==> src/rtl/acl_txarq_sched_if.sv <==
// Signal bundle between the TX buffer / RX ARQ logic and the ACL TX ARQ scheduler.
// The scheduler connects through the master modport; the surrounding datapath uses slave.
interface acl_txarq_sched_if #(
  parameter int CNT_W = 4
);
  logic             conn_new;
  logic             regi_isMaster;
  logic             tx_slot_p;
  logic             ack_valid_p;
  logic             rx_ARQN;
  logic             rxFLOW;
  logic             buf_valid;
  logic [3:0]       buf_pktype;
  logic [9:0]       buf_len;
  logic             flushcmd;
  logic             tx_go_p;
  logic [3:0]       tx_pktype;
  logic [9:0]       tx_len;
  logic             txSEQN;
  logic             sel_new;
  logic             sel_old;
  logic             sel_zero;
  logic             buf_pop;
  logic [CNT_W-1:0] retx_cnt;
  logic             arq_pending;

  modport master (
    input  conn_new, regi_isMaster, tx_slot_p, ack_valid_p, rx_ARQN, rxFLOW,
           buf_valid, buf_pktype, buf_len, flushcmd,
    output tx_go_p, tx_pktype, tx_len, txSEQN, sel_new, sel_old, sel_zero,
           buf_pop, retx_cnt, arq_pending
  );

  modport slave (
    output conn_new, regi_isMaster, tx_slot_p, ack_valid_p, rx_ARQN, rxFLOW,
           buf_valid, buf_pktype, buf_len, flushcmd,
    input  tx_go_p, tx_pktype, tx_len, txSEQN, sel_new, sel_old, sel_zero,
           buf_pop, retx_cnt, arq_pending
  );
endinterface

==> src/rtl/acl_txarq_sched.sv <==
// Per-slot ACL TX ARQ scheduler: picks new/retransmit/zero-length/NULL-POLL and owns txSEQN.
// Optional macro AUTOFLUSH_EN: flush a payload automatically after MAX_RETX retransmissions.
module acl_txarq_sched #(
  parameter int MAX_RETX = 7,
  parameter int CNT_W    = 4
) (
  input  logic              clk_6M,
  input  logic              rst,
  acl_txarq_sched_if.master bus
);

  typedef enum logic [1:0] {IDLE, PEND, FLUSH} state_t;

  localparam logic [3:0] PKT_NULL = 4'h0;
  localparam logic [3:0] PKT_POLL = 4'h1;
  localparam logic [3:0] PKT_DM1  = 4'h3;

  state_t           state, state_nxt, ack_state;
  logic             seqn, seqn_nxt;
  logic [CNT_W-1:0] cnt, cnt_nxt;
  logic [3:0]       lat_pktype, lat_pktype_nxt, pktype, pktype_nxt;
  logic [9:0]       lat_len, lat_len_nxt, len, len_nxt;
  logic             go, go_nxt, pop, pop_nxt;
  logic             sel_new, sel_new_nxt, sel_old, sel_old_nxt, sel_zero, sel_zero_nxt;
  logic             flush_req;

  always_ff @(posedge clk_6M or posedge rst) begin
    if (rst) begin
      state      <= IDLE;
      seqn       <= 1'b1;
      cnt        <= '0;
      lat_pktype <= '0;
      lat_len    <= '0;
      pktype     <= '0;
      len        <= '0;
      go         <= 1'b0;
      pop        <= 1'b0;
      sel_new    <= 1'b0;
      sel_old    <= 1'b0;
      sel_zero   <= 1'b0;
    end else if (bus.conn_new) begin
      state      <= IDLE;
      seqn       <= 1'b1;
      cnt        <= '0;
      lat_pktype <= '0;
      lat_len    <= '0;
      pktype     <= '0;
      len        <= '0;
      go         <= 1'b0;
      pop        <= 1'b0;
      sel_new    <= 1'b0;
      sel_old    <= 1'b0;
      sel_zero   <= 1'b0;
    end else begin
      state      <= state_nxt;
      seqn       <= seqn_nxt;
      cnt        <= cnt_nxt;
      lat_pktype <= lat_pktype_nxt;
      lat_len    <= lat_len_nxt;
      pktype     <= pktype_nxt;
      len        <= len_nxt;
      go         <= go_nxt;
      pop        <= pop_nxt;
      sel_new    <= sel_new_nxt;
      sel_old    <= sel_old_nxt;
      sel_zero   <= sel_zero_nxt;
    end
  end

  // The ACK is applied first so a coinciding slot decides on the post-ACK state.
  always_comb begin
    ack_state      = state;
    state_nxt      = state;
    seqn_nxt       = seqn;
    cnt_nxt        = cnt;
    lat_pktype_nxt = lat_pktype;
    lat_len_nxt    = lat_len;
    pktype_nxt     = pktype;
    len_nxt        = len;
    go_nxt         = 1'b0;
    pop_nxt        = 1'b0;
    sel_new_nxt    = sel_new;
    sel_old_nxt    = sel_old;
    sel_zero_nxt   = sel_zero;
`ifdef AUTOFLUSH_EN
    flush_req      = bus.flushcmd || (cnt == CNT_W'(MAX_RETX));
`else
    flush_req      = bus.flushcmd;
`endif

    if (bus.ack_valid_p && bus.rx_ARQN) begin
      if (state == PEND) begin
        pop_nxt   = 1'b1;
        seqn_nxt  = ~seqn;
        cnt_nxt   = '0;
        ack_state = IDLE;
      end else if (state == FLUSH) begin
        seqn_nxt  = ~seqn;
        ack_state = IDLE;
      end
    end
    state_nxt = ack_state;

    if (bus.tx_slot_p) begin
      go_nxt       = 1'b1;
      sel_new_nxt  = 1'b0;
      sel_old_nxt  = 1'b0;
      sel_zero_nxt = 1'b0;
      pktype_nxt   = bus.regi_isMaster ? PKT_POLL : PKT_NULL;
      len_nxt      = '0;
      case (ack_state)
        IDLE: begin
          if (bus.buf_valid && bus.rxFLOW) begin
            sel_new_nxt    = 1'b1;
            pktype_nxt     = bus.buf_pktype;
            len_nxt        = bus.buf_len;
            lat_pktype_nxt = bus.buf_pktype;
            lat_len_nxt    = bus.buf_len;
            state_nxt      = PEND;
          end
        end
        PEND: begin
          if (flush_req) begin
            sel_zero_nxt = 1'b1;
            pktype_nxt   = PKT_DM1;
            pop_nxt      = 1'b1;
            cnt_nxt      = '0;
            state_nxt    = FLUSH;
          end else if (bus.rxFLOW) begin
            sel_old_nxt = 1'b1;
            pktype_nxt  = lat_pktype;
            len_nxt     = lat_len;
            if (cnt != {CNT_W{1'b1}}) cnt_nxt = cnt + 1'b1;
          end
        end
        FLUSH: begin
          sel_zero_nxt = 1'b1;
          pktype_nxt   = PKT_DM1;
        end
        default: state_nxt = IDLE;
      endcase
    end
  end

  assign bus.tx_go_p     = go;
  assign bus.tx_pktype   = pktype;
  assign bus.tx_len      = len;
  assign bus.txSEQN      = seqn;
  assign bus.sel_new     = sel_new;
  assign bus.sel_old     = sel_old;
  assign bus.sel_zero    = sel_zero;
  assign bus.buf_pop     = pop;
  assign bus.retx_cnt    = cnt;
  assign bus.arq_pending = (state != IDLE);

endmodule

==> src/flat_wrapper.sv <==
// flat-port wrapper written by rule: the top's interface ports become plain ports
module acl_txarq_sched_flat 
#(
  parameter int MAX_RETX = 7,
  parameter int CNT_W    = 4
)
  (clk_6M, rst, bus_conn_new, bus_regi_isMaster, bus_tx_slot_p, bus_ack_valid_p, bus_rx_ARQN, bus_rxFLOW, bus_buf_valid, bus_buf_pktype, bus_buf_len, bus_flushcmd, bus_tx_go_p, bus_tx_pktype, bus_tx_len, bus_txSEQN, bus_sel_new, bus_sel_old, bus_sel_zero, bus_buf_pop, bus_retx_cnt, bus_arq_pending);
  acl_txarq_sched_if #(.CNT_W(CNT_W)) bus_i ();
  input  logic clk_6M;
  input  logic rst;
  input wire logic [$bits(bus_i.conn_new)-1:0] bus_conn_new;
  input wire logic [$bits(bus_i.regi_isMaster)-1:0] bus_regi_isMaster;
  input wire logic [$bits(bus_i.tx_slot_p)-1:0] bus_tx_slot_p;
  input wire logic [$bits(bus_i.ack_valid_p)-1:0] bus_ack_valid_p;
  input wire logic [$bits(bus_i.rx_ARQN)-1:0] bus_rx_ARQN;
  input wire logic [$bits(bus_i.rxFLOW)-1:0] bus_rxFLOW;
  input wire logic [$bits(bus_i.buf_valid)-1:0] bus_buf_valid;
  input wire logic [$bits(bus_i.buf_pktype)-1:0] bus_buf_pktype;
  input wire logic [$bits(bus_i.buf_len)-1:0] bus_buf_len;
  input wire logic [$bits(bus_i.flushcmd)-1:0] bus_flushcmd;
  output wire logic [$bits(bus_i.tx_go_p)-1:0] bus_tx_go_p;
  output wire logic [$bits(bus_i.tx_pktype)-1:0] bus_tx_pktype;
  output wire logic [$bits(bus_i.tx_len)-1:0] bus_tx_len;
  output wire logic [$bits(bus_i.txSEQN)-1:0] bus_txSEQN;
  output wire logic [$bits(bus_i.sel_new)-1:0] bus_sel_new;
  output wire logic [$bits(bus_i.sel_old)-1:0] bus_sel_old;
  output wire logic [$bits(bus_i.sel_zero)-1:0] bus_sel_zero;
  output wire logic [$bits(bus_i.buf_pop)-1:0] bus_buf_pop;
  output wire logic [$bits(bus_i.retx_cnt)-1:0] bus_retx_cnt;
  output wire logic [$bits(bus_i.arq_pending)-1:0] bus_arq_pending;
  assign bus_i.conn_new = bus_conn_new;
  assign bus_i.regi_isMaster = bus_regi_isMaster;
  assign bus_i.tx_slot_p = bus_tx_slot_p;
  assign bus_i.ack_valid_p = bus_ack_valid_p;
  assign bus_i.rx_ARQN = bus_rx_ARQN;
  assign bus_i.rxFLOW = bus_rxFLOW;
  assign bus_i.buf_valid = bus_buf_valid;
  assign bus_i.buf_pktype = bus_buf_pktype;
  assign bus_i.buf_len = bus_buf_len;
  assign bus_i.flushcmd = bus_flushcmd;
  assign bus_tx_go_p = bus_i.tx_go_p;
  assign bus_tx_pktype = bus_i.tx_pktype;
  assign bus_tx_len = bus_i.tx_len;
  assign bus_txSEQN = bus_i.txSEQN;
  assign bus_sel_new = bus_i.sel_new;
  assign bus_sel_old = bus_i.sel_old;
  assign bus_sel_zero = bus_i.sel_zero;
  assign bus_buf_pop = bus_i.buf_pop;
  assign bus_retx_cnt = bus_i.retx_cnt;
  assign bus_arq_pending = bus_i.arq_pending;
  acl_txarq_sched #(.MAX_RETX(MAX_RETX), .CNT_W(CNT_W)) u_core (.clk_6M(clk_6M), .rst(rst), .bus(bus_i));
endmodule
==> config.mk <==
export PLATFORM = sky130hd
export DESIGN_NAME = acl_txarq_sched_flat
export DESIGN_NICKNAME = d
export VERILOG_FILES = /design/src/rtl/acl_txarq_sched_if.sv /design/src/rtl/acl_txarq_sched.sv /design/src/flat_wrapper.sv
export SDC_FILE = /design/constraint.sdc
export NUM_CORES = 1
export LEC_CHECK = 0
export ABC_AREA = 1
export ABC_CLOCK_PERIOD_IN_PS = 3600
export BUFFER_PORTS_ARGS = -buffer_cell sky130_fd_sc_hd__buf_2
export CAP_MARGIN = 30
export CORE_ASPECT_RATIO = 0.6
export CORE_MARGIN = 8
export CORE_UTILIZATION = 55
export CTS_CLUSTER_SIZE = 20
export DETAILED_ROUTE_END_ITERATION = 6
export HOLD_SLACK_MARGIN = 0.05
export PLACE_DENSITY_LB_ADDON = 0.05
export RECOVER_POWER = 25
export SYNTH_ARGS = -nofsm -noshare
export SYNTH_HDL_FRONTEND = slang
export SYNTH_SLANG_ARGS = --single-unit
==> constraint.sdc <==
create_clock -name clk_6M -period 3.6 [get_ports clk_6M]
set_clock_uncertainty 0.15 [all_clocks]
set_input_delay 0.18 -clock clk_6M [delete_from_list [all_inputs] [get_ports clk_6M]]
set_output_delay 0.18 -clock clk_6M [all_outputs]
set_load 0.005 [all_outputs]
==> impl_metrics.yaml, run 1 <==
status:
  status: "finished clean"
drt:
  ant_nets: 0
  vias_per_cell: 5.36
  vias: 2135
  dr.first_iter.drc_count: 254
  first_pass_iters: 5
  route.detailed.drc: 0
  routed_wl_um: 5780
  wl_per_cell_um: 14.5
synth:
  synth_top_area_share_pct: 45.7
  ys.flop_type: "dfrtp_1"
  yosys.cell_count.top_type: "nand2_1"
  async_reset_ff_share_pct: 100
  synth_common_cells: "110 x nand2_1, 51 x nand3_1, 39 x dfrtp_1, 22 x inv_1, 21 x nor2_1"
  syn-mean-instance-area_um2: 7.36
  synth_nets: 315
  synth_edf_count: 0
  seq_area_frac_synth_pct: 47.0
  synthCells: 290
  ys_seq_elements: 40
  synthesis.area_um2: 2130
  yosys_warnings: 0
  synthTopCellsByArea: "dfrtp_1 46%, nand2_1 19%, nand3_1 12%"
  synthDistinctLibCells: 24
  synth_area_leader_cell: "dfrtp_1"
timing:
  worst_pin_slew_ns: 0.974
  slew_headroom_pct: 35.1
  maxSlewViolCount: 0
  rsz0062_at_grt: "false"
  post-route-period-util_pct: 65.5
  finalHoldViolCount: 0
  max_freq_mhz: 424
  setup_tns_ns: 0
  layout_setup_ws_ns: 1.24
  setup_violations: 0
  post-route-min-period_ns: 2.36
setup_path:
  cp_data_arrival_time_ns: 2.44
  endpoint_kind: "flop"
  path_cells: "dlygate4sd3_1 > buf_2 > nor2_1 > clkbuf_1 > nand2_1 > nor2_4 > nand2_1 > nand2_1"
  path_common_cell: "nand2_1"
  slowest_stage: "clkbuf_1"
  slowest_delay_ns: 0.73
  critPathTopFamily: "buffers and inverters"
  crit_required_ns: 3.68
  path_class: "in -> reg"
  crit_buf_inv: 3
  crit_fanout: 21
  startpoint_type: "primary input"
place:
  pre_cts_slack_ns: 1.95
  gp_congestion: 0.848
  port_buffers: 48
  dpl.cell_count: 378
  hpwl_um: 4040
pwr:
  powerDensity_nw_per_um2: 363
  p_int_mw: 0.707
  p_sw_share_pct: 25.3
  p_seq_share_pct: 49.5
  total_power_mw: 0.947
  p_leak_nw: 1.51
  peakVddDrop_mv: 0.289
  pwr-share-clk_pct: 38.3
  combinationalPowerShare_pct: 12.2
  p_switching_mw: 0.240
finish:
  nNetsFinal: 375
  antenna-diode-count: 0
  drive_gt1_share_pct: 16.2
  area_growth_syn_to_layout_pct: 22.4
  final_cells: 398
global_routing:
  grt_max_degree: 24
  grt_pass1_wl_um: 9490
  grt_pass1_vias: 1893
  grt_overflow: 0
  grt.total_usage_pct: 19.4
  antenna_found_initial: 0
clock_tree:
  cts_tree: "built"
  clk_latency_ns: 0.29
  postCtsSetupBuffers: 0
  htree_levels: 2
  numClockSinks: 40
  numCtsBuffers: 5
  cts_root_buf: "clkbuf_8"
  clkTransAtPathRegs_ns: 0.08
  clk_path_buf_depth: 2
floorplanning:
  die_area_um2: 6200
  rows: 17
  fp.dieW_um: 96.4
  start_util_pct: 57.7
  core_um2: 3700
  die_h_um: 64.3
  num_io_pins: 49
worst_hold_path:
  hold_class: "in -> reg"
run:
  maxCapViolCount: 0
power by group through the flow:
stage | Sequential [mW] | Clock (mW) | Combinational, mW
floorplan | 0.477 | 0 | 0.0631
global placement | 0.477 | 0 | 0.105
detailed placement | 0.477 | 0 | 0.105
CTS | 0.469 | 0.369 | 0.116
global route | 0.470 | 0.387 | 0.130
finish | 0.469 | 0.363 | 0.116
layout by cell type, fill, tap and decap left out:
| cell | netlist | final |
|---|---|---|
| clkinv_2 | 0 | 1 |
| dfstp_1 | 0 | 1 |
| a21oi_1 | 4 | 4 |
| nor2_1 | 21 | 21 |
| nor2_4 | 2 | 2 |
| o21ai_4 | 1 | 1 |
| bufinv_16 | 0 | 1 |
| xor2_1 | 1 | 1 |
| nor2_2 | 1 | 1 |
| buf_2 | 5 | 38 |
| nand2_1 | 110 | 110 |
| or2_2 | 1 | 1 |
| inv_2 | 2 | 2 |
| ha_1 | 1 | 1 |
| buf_4 | 1 | 2 |
| nand3_1 | 51 | 51 |
| inv_1 | 22 | 22 |
| dfrtp_1 | 39 | 39 |
| nand3_4 | 1 | 1 |
| dlygate4sd3_1 | 0 | 12 |
| a21boi_0 | 1 | 1 |
| o21ai_0 | 6 | 6 |
| nand2_2 | 2 | 2 |
| clkbuf_8 | 0 | 5 |
| clkbuf_1 | 3 | 12 |
| o21ai_1 | 1 | 1 |
| nand4_1 | 12 | 12 |
path summary, 6_finish.rpt:
check                                       end  slack [ns]           startpoint  cells after the start
max in group asynchronous  u_core.bus.tx_len[2]        2.05                  rst                      4
min                        u_core.lat_pktype[2]        0.08    bus_buf_pktype[2]                      5
min in group asynchronous    u_core.bus.tx_go_p        0.48                  rst                      3
max reg2reg                   u_core.lat_len[2]        1.90      u_core.state[0]                      6
max                        u_core.bus.tx_len[4]        1.24         bus_conn_new                      8
min reg2reg                 u_core.bus.sel_zero        0.33  u_core.bus.sel_zero                      2
repair_timing:
action | 4_1_cts | 5_1_grt
resized for setup | 0 | 0
endpoints found under the hold margin | 33 | 0
hold buffers | 12 | 0
tightest hold or removal path: cells and delay by family:
kind / cells / cell delay [ns]
buffers and inverters: 2 / 0.13
AND/OR/NAND/NOR: 3 / 0.18
cell families (layout without fill, tap and decap cells):
| group | count (synthesis) | count (layout) | share of synthesized area [%] |
|---|---|---|---|
| buffers and inverters | 34 | 95 | 6.80 |
| xor gates and xnor gates | 1 | 1 | 0.410 |
| AOI/OAI and AO/OA | 13 | 13 | 3.69 |
| and+or+nand+nor | 201 | 201 | 41.6 |
| adders and majority gates | 1 | 1 | 0.586 |
| DFF | 40 | 40 | 47.0 |
stage by stage:
stage	hold WS, ns	area [µm²]	util (%)
final	0.0835	2610	70.6
after global routing	0.105	2610	70.6
after CTS	0.0774	2630	71.0
after detailed placement	0.253	2400	64.9
after global placement	0.250	2400	64.9
after floorplan	0.0931	2130	-
state kept, by name, summed over array words and instances (netlist names), 2 cells and up:
| signal | count |
|---|---|
| u_core.bus.tx_len | 10 |
| u_core.lat_len | 10 |
| u_core.bus.retx_cnt | 4 |
| u_core.bus.tx_pktype | 4 |
| u_core.lat_pktype | 4 |
| u_core.state | 2 |
routing by layer:
metal | track usage, % | wire, µm
met5 | 0 | 0
met4 | 4.88 | 32
met3 | 5.01 | 507
met2 | 25.4 | 2390
met1 | 30.0 | 2850
layout make-up:
type | instances | area [µm²]
clock buffer | 6 | 72.6
clock inverter | 2 | 35.0
fill | 335 | 1090
inverter | 24 | 90.1
multi-input combinational | 216 | 987
sequential | 40 | 1000
tap | 47 | 58.8
timing repair buffer | 63 | 367
Power figures use the tool's default switching activity.
==> inputs of run 2 (changes only) <==
Settings changed: ABC_CLOCK_PERIOD_IN_PS 3600 to 2410, CORE_UTILIZATION 55 to 53.
Clock period 3.6 ns to 2.41 ns, I/O delays scaled along.
==> run 2 against run 1 <==
  * Combinational power up 55%
  * Final area up 3.3%
  * Critical path depth down 2
  * Largest power group unchanged
  * Critical path type is now reg -> reg
  * Power up 57%
  * Highest routed layer unchanged
  * Non-clock buffer count up 6
  * Cell count up 2.3%
==> impl_metrics.yaml, run 2 (synthesis gave the netlist of run 1 again) <==
status:
  status: "finished clean"
timing:
  setup_tns_ns: 0
  rsz0062_at_grt: "false"
  maxSlewViolCount: 0
  layout_setup_ws_ns: 0.720
  worst_pin_slew_ns: 0.993
  post-route-min-period_ns: 1.69
  finalHoldViolCount: 0
  setup_violations: 0
  max_freq_mhz: 592
  post-route-period-util_pct: 70.1
  slew_headroom_pct: 33.8
finish:
  postLayoutCellArea_um2: 2700
  mostFrequentLayoutCells: "110 x nand2_1, 51 x nand3_1, 43 x buf_2, 39 x dfrtp_1, 22 x inv_1"
  postLayoutCoreUtil_pct: 67.7
  antenna-diode-count: 0
  area_growth_syn_to_layout_pct: 26.4
  drive_gt1_share_pct: 18.8
  final_common_cell: "nand2_1"
  nNetsFinal: 381
pwr:
  p_leak_nw: 1.57
  powerDensity_nw_per_um2: 553
  peakVddDrop_mv: 0.428
place:
  gp_congestion: 0.849
  port_buffers: 48
  pre_cts_slack_ns: 0.783
  place_area_um2: 2420
  hpwl_um: 4180
setup_path:
  path_class: "reg -> reg"
  slowest_stage: "dfrtp_1"
  startpoint: "u_core.state[0]"
  crit_fanout: 14
  slowest_delay_ns: 0.47
  cp_data_arrival_time_ns: 1.73
  startpoint_type: "flop"
  crit_buf_inv: 1
  critPathTopFamily: "simple AND/OR/NAND/NOR gates"
  crit_required_ns: 2.45
  path_cells: "nand2_2 > inv_2 > o21ai_4 > nand3_4 > nand3_1 > nand2_1"
  endpoint_kind: "flop"
  r2r_start: "u_core.state[0]"
drt:
  routed_wl_um: 5890
  route.detailed.drc: 0
  first_pass_iters: 5
  vias: 2124
  vias_per_cell: 5.22
  wl_per_cell_um: 14.5
  dr.first_iter.drc_count: 279
  ant_nets: 0
floorplanning:
  core_um2: 3990
  num_io_pins: 49
  rows: 18
  die_h_um: 65.2
  start_util_pct: 53.5
  die_area_um2: 6380
  fp.dieW_um: 97.9
global_routing:
  antenna_found_initial: 0
  grt.total_usage_pct: 19.1
  grt_pass1_wl_um: 9660
  grt_overflow: 0
  grt_pass1_vias: 1921
  grt_max_degree: 41
worst_hold_path:
  hold_class: "in -> reg"
  hp-start: "bus_tx_slot_p"
clock_tree:
  numClockSinks: 40
  clk_path_buf_depth: 2
  clkTransAtPathRegs_ns: 0.08
  cts_tree: "built"
  htree_levels: 2
  ctsHoldBuffers: 16
  clk_latency_ns: 0.30
  numCtsBuffers: 5
  post_cts_resize_count: 0
  cts_root_buf: "clkbuf_8"
  postCtsSetupBuffers: 0
run:
  maxCapViolCount: 0
## run 2: routing by layer
metal,GRT usage (%),wire length [µm],vias to the layer above
li1,-,-,1068
met1,28.0,2910,943
met2,25.4,2290,105
met3,6.74,616,8
met4,5.59,74,0
met5,0,0,-
## run 2: final cells by class
class                      instances  area [µm²]
timing repair buffer              69         429
clock buffer                       7        96.3
sequential                        40        1000
multi-input combinational        216         987
inverter                          24        90.1
clock inverter                     1        30.0
tap                               50        62.6
fill                             356        1290
## run 2: stage by stage
| step | std cells | power, mW | hold slack, ns |
|---|---|---|---|
| 6_report | 407 | 1.49 | 0.0541 |
| 5_1_grt | 407 | 1.54 | 0.0768 |
| 4_1_cts | 407 | 1.49 | 0.0587 |
| 3_5_place_dp | 383 | 0.874 | 0.125 |
| 3_3_place_gp | 383 | 0.873 | 0.123 |
| 2_1_floorplan | 290 | 0.807 | 0.0336 |
## run 2: worst min-delay path, delay by kind of cell
family,cells,cell delay [ns]
buf+inv,2,0.22
simple gates,1,0.10
## run 2: final timing paths
check | endpoint | slack, ns | cells past startpoint
max | u_core.lat_pktype[2] | 0.72 | 6
min | u_core.bus.tx_go_p | 0.05 | 3
max reg2reg | u_core.lat_pktype[2] | 0.72 | 6
min reg2reg | u_core.bus.tx_len[1] | 0.33 | 2
max in group asynchronous | u_core.bus.retx_cnt[3] | 0.98 | 4
min in group asynchronous | u_core.bus.tx_len[4] | 0.52 | 4
## run 2: power breakdown
group	leakage [nW]	internal (mW)	switching, mW
clock network	0.0645	0.366	0.244
registers	0.548	0.689	0.0119
logic	0.956	0.0672	0.113
==> inputs of run 3 (changes only) <==
Settings changed: ABC_AREA 1 to 0, ABC_CLOCK_PERIOD_IN_PS 2410 to 1600, CORE_UTILIZATION 53 to 52.
Clock period 2.41 ns to 1.6 ns, I/O delays scaled along.
==> run 3 against run 2 <==
  * The run now ends with negative setup slack left
  * Clock power about the same
  * Clock-buffer cell count decreased by 1
  * Global-route usage decreased by 0.89 points
  * Flip-flop and latch count unchanged
  * Sequential power increased by 51%
  * Via count decreased by 18%
  * Register-to-register slack got worse by 0.80 ns
  * Critical endpoint is now u_core.lat_pktype[0]
==> impl_metrics.yaml, run 3 <==
finish:
  area_growth_syn_to_layout_pct: 40.4
  fillerInstances: 237
  mostFrequentLayoutCells: "46 x buf_2, 36 x dfrtp_1, 24 x a22o_1, 16 x buf_4, 15 x dlygate4sd3_1"
  drive_gt1_share_pct: 37.3
  multi_input_area_um2: 872
  final_cells: 296
  antenna-diode-count: 0
  nNetsFinal: 274
  final_common_cell: "buf_2"
  seq_area_um2: 1010
place:
  port_buffers: 48
  gp_congestion: 0.980
  hpwl_um: 3640
  dpl.cell_count: 267
global_routing:
  grt_pass1_wl_um: 8580
  grt_max_degree: 41
  use_met3_pct: 6.12
  gr-usage-met1_pct: 24.9
  grt_pass1_vias: 1715
  grt_overflow: 0
  grtUsageMet2_pct: 26.8
  grt.total_usage_pct: 18.2
  busiest_layer: "met2"
  antenna_found_initial: 0
drt:
  wl_per_cell_um: 18.2
  vias: 1734
  ant_nets: 0
  route.detailed.drc: 0
  routed_wl_um: 5380
  dr.first_iter.drc_count: 149
  first_pass_iters: 4
  vias_per_cell: 5.86
pwr:
  p_sw_share_pct: 24.6
  p_switching_mw: 0.479
  combinationalPowerShare_pct: 14.2
  total_power_mw: 1.94
  p_int_mw: 1.46
  powerDensity_nw_per_um2: 738
  p_seq_share_pct: 54.4
  peakVddDrop_mv: 0.530
  pwr-share-clk_pct: 31.4
  p_leak_nw: 1.41
synth:
  syn-mean-instance-area_um2: 11.4
  async_reset_ff_share_pct: 100
  synthTopCellsByArea: "dfrtp_1 52%, a22o_1 11%, a21o_1 5.2%"
  synthDistinctLibCells: 44
  ys.flop_type: "dfrtp_1"
  synth_nets: 189
  synth_top_area_share_pct: 52.1
  yosys_warnings: 0
  synthCells: 164
  synth_common_cells: "39 x dfrtp_1, 24 x a22o_1, 13 x a21o_1, 11 x nand2_1"
  yosys.cell_count.top_type: "dfrtp_1"
  seq_area_frac_synth_pct: 53.5
  synthesis.area_um2: 1870
  synth_area_leader_cell: "dfrtp_1"
  ys_seq_elements: 40
  synth_edf_count: 0
status:
  status: "finished with violations"
  violations: "negative setup slack"
timing:
  setup_violations: 28
  setup_tns_ns: -1.51
  maxSlewViolCount: 0
  layout_setup_ws_ns: -0.0829
  rsz0062_at_grt: "true"
  max_freq_mhz: 594
  post-route-period-util_pct: 105
  worst_pin_slew_ns: 0.945
  slew_headroom_pct: 37.0
  post-route-min-period_ns: 1.68
  finalHoldViolCount: 0
worst_hold_path:
  hold_class: "in -> reg"
clock_tree:
  cts_tree: "built"
  clk_latency_ns: 0.28
  numCtsBuffers: 5
  numClockSinks: 40
  ctsHoldBuffers: 15
  cts_root_buf: "clkbuf_8"
  clkTransAtPathRegs_ns: 0.07
  clk_path_buf_depth: 2
  htree_levels: 2
setup_path:
  path_cells: "nand3b_1 > o21ai_2 > nor3b_4 > buf_6 > buf_6 > a22o_1"
  slowest_delay_ns: 0.44
  cp_data_arrival_time_ns: 1.75
  path_common_cell: "buf_6"
  startpoint_type: "flop"
  path_class: "reg -> reg"
  crit_fanout: 7
  reg2reg_slack_ns: -0.08
  crit_required_ns: 1.67
  slowest_stage: "dfrtp_2"
  endpoint_kind: "flop"
floorplanning:
  die_area_um2: 5840
  start_util_pct: 52.7
  rows: 17
  fp.dieW_um: 93.5
  die_h_um: 62.5
  core_um2: 3550
  num_io_pins: 49
run:
  maxCapViolCount: 0
run 3: changes by cell type in the layout (fill, tap and decap cells not counted), moves of 4 or more:
| cell | delta |
|---|---|
| nor2_1 | -14 |
| nand2b_1 | +7 |
| a22o_1 | +24 |
| nand4_1 | -11 |
| o21ai_0 | -4 |
| inv_1 | -18 |
| buf_4 | +12 |
| nand2_1 | -99 |
| nand3_1 | -45 |
| buf_6 | +6 |
| a21o_1 | +13 |
run 3: final timing paths:
| path | from | end | depth (start not counted) |
|---|---|---|---|
| min reg2reg | u_core.bus.sel_new | u_core.bus.sel_new | 1 |
| max in group asynchronous | rst | u_core.bus.retx_cnt[0] | 4 |
| min | bus_conn_new | u_core.bus.buf_pop | 3 |
| max | u_core.state[0] | u_core.lat_pktype[0] | 6 |
| min in group asynchronous | rst | u_core.bus.sel_new | 4 |
| max reg2reg | u_core.state[0] | u_core.lat_pktype[0] | 6 |
run 3: repair_timing:
item,in CTS,in global routing
setup endpoints to repair,27,34
resized for setup,6,19
pin swaps,7,9
hold endpoints to repair,68,4
cloned,0,2
buffers inserted,2,3
run 3: power groups by stage:
stage	sequential [mW]	combinational [mW]	clock, mW
floorplan	1.07	0.115	0
global placement	1.07	0.215	0
detailed placement	1.07	0.220	0
CTS	1.05	0.256	0.635
global route	1.06	0.300	0.673
finish	1.06	0.275	0.611
run 3: through the flow:
step                      worst slack [ns]  hold WS (ns)  area (µm²)  utilization, %
final                              -0.0829        0.0207        2630            74.0
after global routing                -0.144        0.0265        2630            74.0
after detailed placement            -0.300        0.0716        2260            63.5
after global placement              -0.159        0.0711        2260            63.5
after CTS                          -0.0294       0.00608        2520            70.9
after floorplan                    0.00280        0.0463        1870               -
run 3: logic make-up (layout without fill, tap and decap cells):
logic type / count (synthesis) / in the layout / synth area share (%)
XOR/XNOR: 1 / 1 / 0.468
buffers and inverters: 13 / 98 / 3.74
AO/OA/AOI/OAI: 60 / 60 / 26.0
adder cells (fa/ha/maj): 1 / 1 / 0.668
AND/OR/NAND/NOR: 47 / 47 / 14.6
flip-flops: 40 / 40 / 53.5
multiplexers: 2 / 2 / 1.07
run 3: critical path: cells and delay by family, from the launching register on:
family                 cells  cell delay (ns)
buffers and inverters      2             0.29
and+or+nand+nor            2             0.48
AOI/OAI and AO/OA          2             0.27
DFF                        1             0.44
run 3: layer usage:
metal / wire, µm / vias to the layer above
li1: - / 781
met1: 2440 / 872
met2: 2450 / 77
met3: 457 / 4
met4: 34 / 0
met5: 0 / -
run 3: final cells by class:
cell class	count	area share, %
multi-input combinational	111	33.2
clock buffer	6	2.76
clock inverter	1	0.190
timing repair buffer	87	22.8
inverter	4	0.571
sequential	40	38.2
tap	47	2.24
